==> src/rtl/axi_sram_slave.sv <==
// AXI4 slave serving one burst at a time from a single-port synchronous SRAM.
// AR/AW contention alternates priority; read data is 1 beat/cycle when RREADY stays high.
//
// state    | meaning
// ---------+--------------------------------------------------------------
// IDLE     | waiting for AR or AW; priority bit picks the winner on contention
// RD_ISSUE | first SRAM read issued for the burst
// RD_DATA  | R beat presented; a handshake issues the next read in the same cycle
// WR_DATA  | accepting W beats, one SRAM write per beat
// WR_RESP  | B response presented until BREADY
module axi_sram_slave #(
   parameter int IDW   = 8,
   parameter int MEMAW = 14
) (
   input  logic             ACLK,
   input  logic             ARESETn,
   input  logic [IDW-1:0]   ARID,
   input  logic [31:0]      ARADDR,
   input  logic [3:0]       ARLEN,
   input  logic [1:0]       ARBURST,
   input  logic             ARVALID,
   output logic             ARREADY,
   output logic [IDW-1:0]   RID,
   output logic [31:0]      RDATA,
   output logic [1:0]       RRESP,
   output logic             RLAST,
   output logic             RVALID,
   input  logic             RREADY,
   input  logic [IDW-1:0]   AWID,
   input  logic [31:0]      AWADDR,
   input  logic [3:0]       AWLEN,
   input  logic [1:0]       AWBURST,
   input  logic             AWVALID,
   output logic             AWREADY,
   input  logic [31:0]      WDATA,
   input  logic [3:0]       WSTRB,
   input  logic             WLAST,
   input  logic             WVALID,
   output logic             WREADY,
   output logic [IDW-1:0]   BID,
   output logic [1:0]       BRESP,
   output logic             BVALID,
   input  logic             BREADY,
   output logic             mem_cs,
   output logic [3:0]       mem_we,
   output logic [MEMAW-1:0] mem_addr,
   output logic [31:0]      mem_wdata,
   input  logic [31:0]      mem_rdata
);

   typedef enum logic [2:0] {IDLE, RD_ISSUE, RD_DATA, WR_DATA, WR_RESP} state_t;

   state_t           state, state_nxt;
   logic             prio_wr;
   logic [IDW-1:0]   id_q;
   logic [MEMAW-1:0] addr_q, addr_next;
   logic [3:0]       len_q, cnt_q;
   logic             fixed_q;
   logic             err_q;
   logic             fresh_q;
   logic [31:0]      rdata_q;
   logic             last_beat;
   logic             unused_addr_bits;

   assign unused_addr_bits = ^{ARADDR[31:MEMAW+2], ARADDR[1:0], AWADDR[31:MEMAW+2], AWADDR[1:0]};

   assign ARREADY   = (state == IDLE) && ARVALID && (!AWVALID || !prio_wr);
   assign AWREADY   = (state == IDLE) && AWVALID && (!ARVALID || prio_wr);
   assign WREADY    = (state == WR_DATA);
   assign RVALID    = (state == RD_DATA);
   assign BVALID    = (state == WR_RESP);
   assign last_beat = (cnt_q == len_q);
   assign addr_next = fixed_q ? addr_q : addr_q + MEMAW'(1);

   // SRAM output is only valid the cycle after the read; afterwards the captured copy holds RDATA.
   assign RDATA = fresh_q ? mem_rdata : rdata_q;
   assign RID   = id_q;
   assign RLAST = RVALID && last_beat;
   assign RRESP = 2'b00;
   assign BID   = id_q;
   assign BRESP = err_q ? 2'b10 : 2'b00;

   always_comb begin
      state_nxt = state;
      mem_cs    = 1'b0;
      mem_we    = 4'b0000;
      mem_addr  = addr_q;
      mem_wdata = '0;
      case (state)
         IDLE: begin
            if (ARREADY)      state_nxt = RD_ISSUE;
            else if (AWREADY) state_nxt = WR_DATA;
         end
         RD_ISSUE: begin
            mem_cs    = 1'b1;
            state_nxt = RD_DATA;
         end
         RD_DATA: begin
            if (RREADY) begin
               if (last_beat) begin
                  state_nxt = IDLE;
               end else begin
                  mem_cs   = 1'b1;
                  mem_addr = addr_next;
               end
            end
         end
         WR_DATA: begin
            if (WVALID) begin
               mem_cs    = |WSTRB;
               mem_we    = WSTRB;
               mem_wdata = WDATA;
               if (WLAST || last_beat) state_nxt = WR_RESP;
            end
         end
         WR_RESP: begin
            if (BREADY) state_nxt = IDLE;
         end
         default: state_nxt = IDLE;
      endcase
   end

   always_ff @(posedge ACLK) begin
      if (!ARESETn) begin
         state   <= IDLE;
         prio_wr <= 1'b0;
         id_q    <= '0;
         addr_q  <= '0;
         len_q   <= '0;
         cnt_q   <= '0;
         fixed_q <= 1'b0;
         err_q   <= 1'b0;
         fresh_q <= 1'b0;
         rdata_q <= '0;
      end else begin
         state   <= state_nxt;
         fresh_q <= 1'b0;
         if (fresh_q) rdata_q <= mem_rdata;
         case (state)
            IDLE: begin
               if (ARREADY) begin
                  id_q    <= ARID;
                  addr_q  <= ARADDR[MEMAW+1:2];
                  len_q   <= ARLEN;
                  fixed_q <= (ARBURST == 2'b00);
                  cnt_q   <= '0;
                  prio_wr <= 1'b1;
               end else if (AWREADY) begin
                  id_q    <= AWID;
                  addr_q  <= AWADDR[MEMAW+1:2];
                  len_q   <= AWLEN;
                  fixed_q <= (AWBURST == 2'b00);
                  cnt_q   <= '0;
                  prio_wr <= 1'b0;
               end
            end
            RD_ISSUE: fresh_q <= 1'b1;
            RD_DATA: begin
               if (RREADY && !last_beat) begin
                  fresh_q <= 1'b1;
                  addr_q  <= addr_next;
                  cnt_q   <= cnt_q + 4'd1;
               end
            end
            WR_DATA: begin
               if (WVALID) begin
                  err_q <= err_q | (WLAST ^ last_beat);
                  if (!(WLAST || last_beat)) begin
                     addr_q <= addr_next;
                     cnt_q  <= cnt_q + 4'd1;
                  end
               end
            end
            WR_RESP: begin
               if (BREADY) err_q <= 1'b0;
            end
            default: ;
         endcase
      end
   end

endmodule

==> config.mk <==
export PLATFORM = sky130hd
export DESIGN_NAME = axi_sram_slave
export DESIGN_NICKNAME = d
export VERILOG_FILES = /design/src/rtl/axi_sram_slave.sv
export SDC_FILE = /design/constraint.sdc
export NUM_CORES = 1
export LEC_CHECK = 0
export CORE_MARGIN = 3
export CORE_UTILIZATION = 39
export CTS_CLUSTER_SIZE = 8
export DETAILED_ROUTE_END_ITERATION = 8
export PLACE_DENSITY = 0.86
export SYNTH_ARGS = -nofsm -noshare
export SYNTH_HDL_FRONTEND = slang
export SYNTH_SLANG_ARGS = --single-unit
==> constraint.sdc <==
create_clock -name ACLK -period 6.2 [get_ports ACLK]
set_clock_uncertainty 0.1 [all_clocks]
set_input_delay 0.62 -clock ACLK [delete_from_list [all_inputs] [get_ports ACLK]]
set_output_delay 0.62 -clock ACLK [all_outputs]
set_load 0.01 [all_outputs]
==> results.ini <==
[finish]
drive_gt1_share_pct = 9.04
fin_area_um2 = 6550
antenna_cells = 0
ff_latch_area_um2 = 1380
fin_nets = 852
fill_cells = 775
areaGrowthSynthToFinish_pct = 63.9
multi_input_area_um2 = 2320

[power_and_ir_drop]
p_per_area_nw_per_um2 = 298
vdd_drop_max_v = 0.000176
power_uw = 1950
p_leak_uw = 0.00250

[setup_path]
cp-start-kind = flop
cp_max_fo = 38
worstSetupEndpointType = primary output
cp.required_ns = 5.48
path_class = flop to primary output
arrival_ns = 2.92

[timing]
slew-limit-headroom_pct = 29.6
fin_ws_ns = 2.56
finalSetupViolations = 0
maxSlewViolCount = 0
period_needed_ns = 3.64
timing.hold.ws_ns = 0.371
tns_ns = 0
finalHoldViolCount = 0
max_freq_mhz = 275
tightest_slew_ns = 1.05
rsz0062_at_grt = false
final.period_utilization_pct = 58.6

[die]
initial_utilization_pct = 40.5
die_w_um = 107
core-area_um2 = 9860
row_count = 36
io_pins = 277
dieArea_um2 = 11500
fp.dieH_um = 107

[clock_network]
cts_tree = yes
clock-root-buffer = clkbuf_8
max-clock-path-buffers = 2
cts_hold_buf = 0
cts_resized = 0
cts_buffers = 9
clk_latency_ns = 0.34
cts.sinks = 69
clkTransAtPathRegs_ns = 0.08
h-tree-depth = 3
cts_setup_buffers = 0

[outcome]
status = complete, no violations

[yosys]
async_flop_share_pct = 0
yosysWarnings = 0
synth_area_per_cell_um2 = 8.43
synthFlopType = dfxtp_1
ys_seq_elements = 69
ys_types = 64
ys_seq_area_share_pct = 34.6
synth_edf_count = 0
netlist_instances = 474
netlist_area_um2 = 3990

[place]
place_area_um2 = 6310
port_buffers = 237
place_hpwl_um = 10600
routabilityCongestion = 0.853
pre_cts_ws_ns = 2.71

[grt]
antenna_found_initial = 0
grt_overflow = 0
grt_pass1_vias = 4304
track_usage_pct = 23.8
grt_pass1_wl_um = 21800
grt_max_degree = 45

[route]
drt-total-wl_um = 14100
vias = 4297
via_per_inst = 5.25
drc = 0
firstDrtPassIters = 5
ant_nets = 0
wire_per_inst_um = 17.3
drt_iter0_drc = 198

[run]
maxCapViolations = 0

[worst_hold_path]
min_path_type = flop to flop

logic make-up after synthesis:
logic type / synth area share [%]
fa+ha+maj: 0.940
buf+inv: 7.42
simple gates: 27.9
other cells: 0.0939
xor+xnor: 3.73
compound gates: 15.5
mux: 9.81
flops: 34.6
layout by cell type (no fill, tap or decap), types with 4 or more instances in the layout:
cell	instances
nor2_1	31
a31oi_1	7
and4_1	4
xor2_1	6
clkbuf_8	10
and3_1	5
inv_1	9
a311oi_1	12
buf_4	4
nand2_1	46
nand2b_1	5
a21oi_1	17
clkdlybuf4s50_1	237
xnor2_1	11
o21ai_0	13
or3_1	8
and2_1	71
o21a_1	4
mux2_2	33
nand3_1	13
dfxtp_1	69
layout make-up:
class / instances / share of cell area, %
inverters: 11 / 0.631
repair buffers: 241 / 36.7
clock inverters: 6 / 1.43
well taps: 133 / 2.54
multi-input cells: 349 / 35.5
clock buffers: 10 / 2.10
flip-flops and latches: 69 / 21.1
cell usage after synthesis, types with 2 or more instances:
| cell type | count | area share [%] |
|---|---|---|
| nor3_1 | 3 | 0.38 |
| a31oi_1 | 7 | 1.1 |
| a21oi_1 | 17 | 2.1 |
| nand2_1 | 46 | 4.3 |
| buf_6 | 3 | 0.85 |
| or3_1 | 8 | 1.3 |
| xnor2_1 | 11 | 2.4 |
| clkbuf_1 | 20 | 1.9 |
| nand4b_1 | 2 | 0.44 |
| buf_2 | 6 | 0.75 |
| a211oi_1 | 3 | 0.56 |
| a21o_1 | 3 | 0.56 |
| o22ai_1 | 3 | 0.47 |
| and2_1 | 71 | 11 |
| buf_4 | 13 | 2.4 |
| mux2i_1 | 2 | 0.50 |
| buf_1 | 5 | 0.47 |
| a22oi_1 | 2 | 0.38 |
| a32oi_1 | 2 | 0.44 |
| nand2b_1 | 5 | 0.78 |
| o21a_1 | 4 | 0.75 |
| dfxtp_1 | 69 | 35 |
| nor2_1 | 31 | 2.9 |
| and3_1 | 5 | 0.78 |
| a31o_2 | 2 | 0.44 |
| o21ai_0 | 13 | 1.6 |
| mux2_2 | 33 | 9.3 |
| ha_1 | 3 | 0.94 |
| xor2_1 | 6 | 1.3 |
| nand4_1 | 3 | 0.47 |
| o221ai_1 | 3 | 0.66 |
| nand3_1 | 13 | 1.6 |
| and4_1 | 4 | 0.88 |
| a222oi_1 | 3 | 0.75 |
| or4_1 | 2 | 0.38 |
| a311oi_1 | 12 | 2.6 |
| inv_1 | 9 | 0.85 |
routing by layer:
layer	GRT usage, %	wire (µm)
met5	0	0
met4	9.41	355
met3	5.96	1150
met2	40.6	6900
met1	28.5	5720
critical path: stages (launching register included):
cell and delay (ns):
dfxtp_1 0.55, nor2b_4 0.41, and3_1 0.81, and2_1 0.24
clkdlybuf4s50_1 0.57
worst paths after layout:
path | startpoint | to | slack (ns) | cells past startpoint
setup / recovery | state[1] | mem_we[2] | 2.56 | 4
hold / removal | prio_wr | prio_wr | 0.37 | 2
hold reg to reg | prio_wr | prio_wr | 0.37 | 2
setup reg to reg | cnt_q[0] | addr_q[12] | 3.22 | 9
registers in the layout, indices dropped and copies added (netlist names), 3 cells and up:
name / cells
len_q: 4
state: 3
BID: 8
rdata_q: 32
addr_q: 14
cnt_q: 4
through the flow:
step,cells,util [%]
2_1_floorplan,476,-
3_3_place_gp,803,64.0
3_5_place_dp,803,64.0
4_1_cts,819,66.4
5_1_grt,819,66.4
6_report,819,66.4
where the power goes:
part           switching (µW)  total [µW]  internal, µW
Sequential               87.6         615           527
Clock                     184         424           240
Combinational             431         911           479
Note: power is estimated with default switching activity, not from simulation.
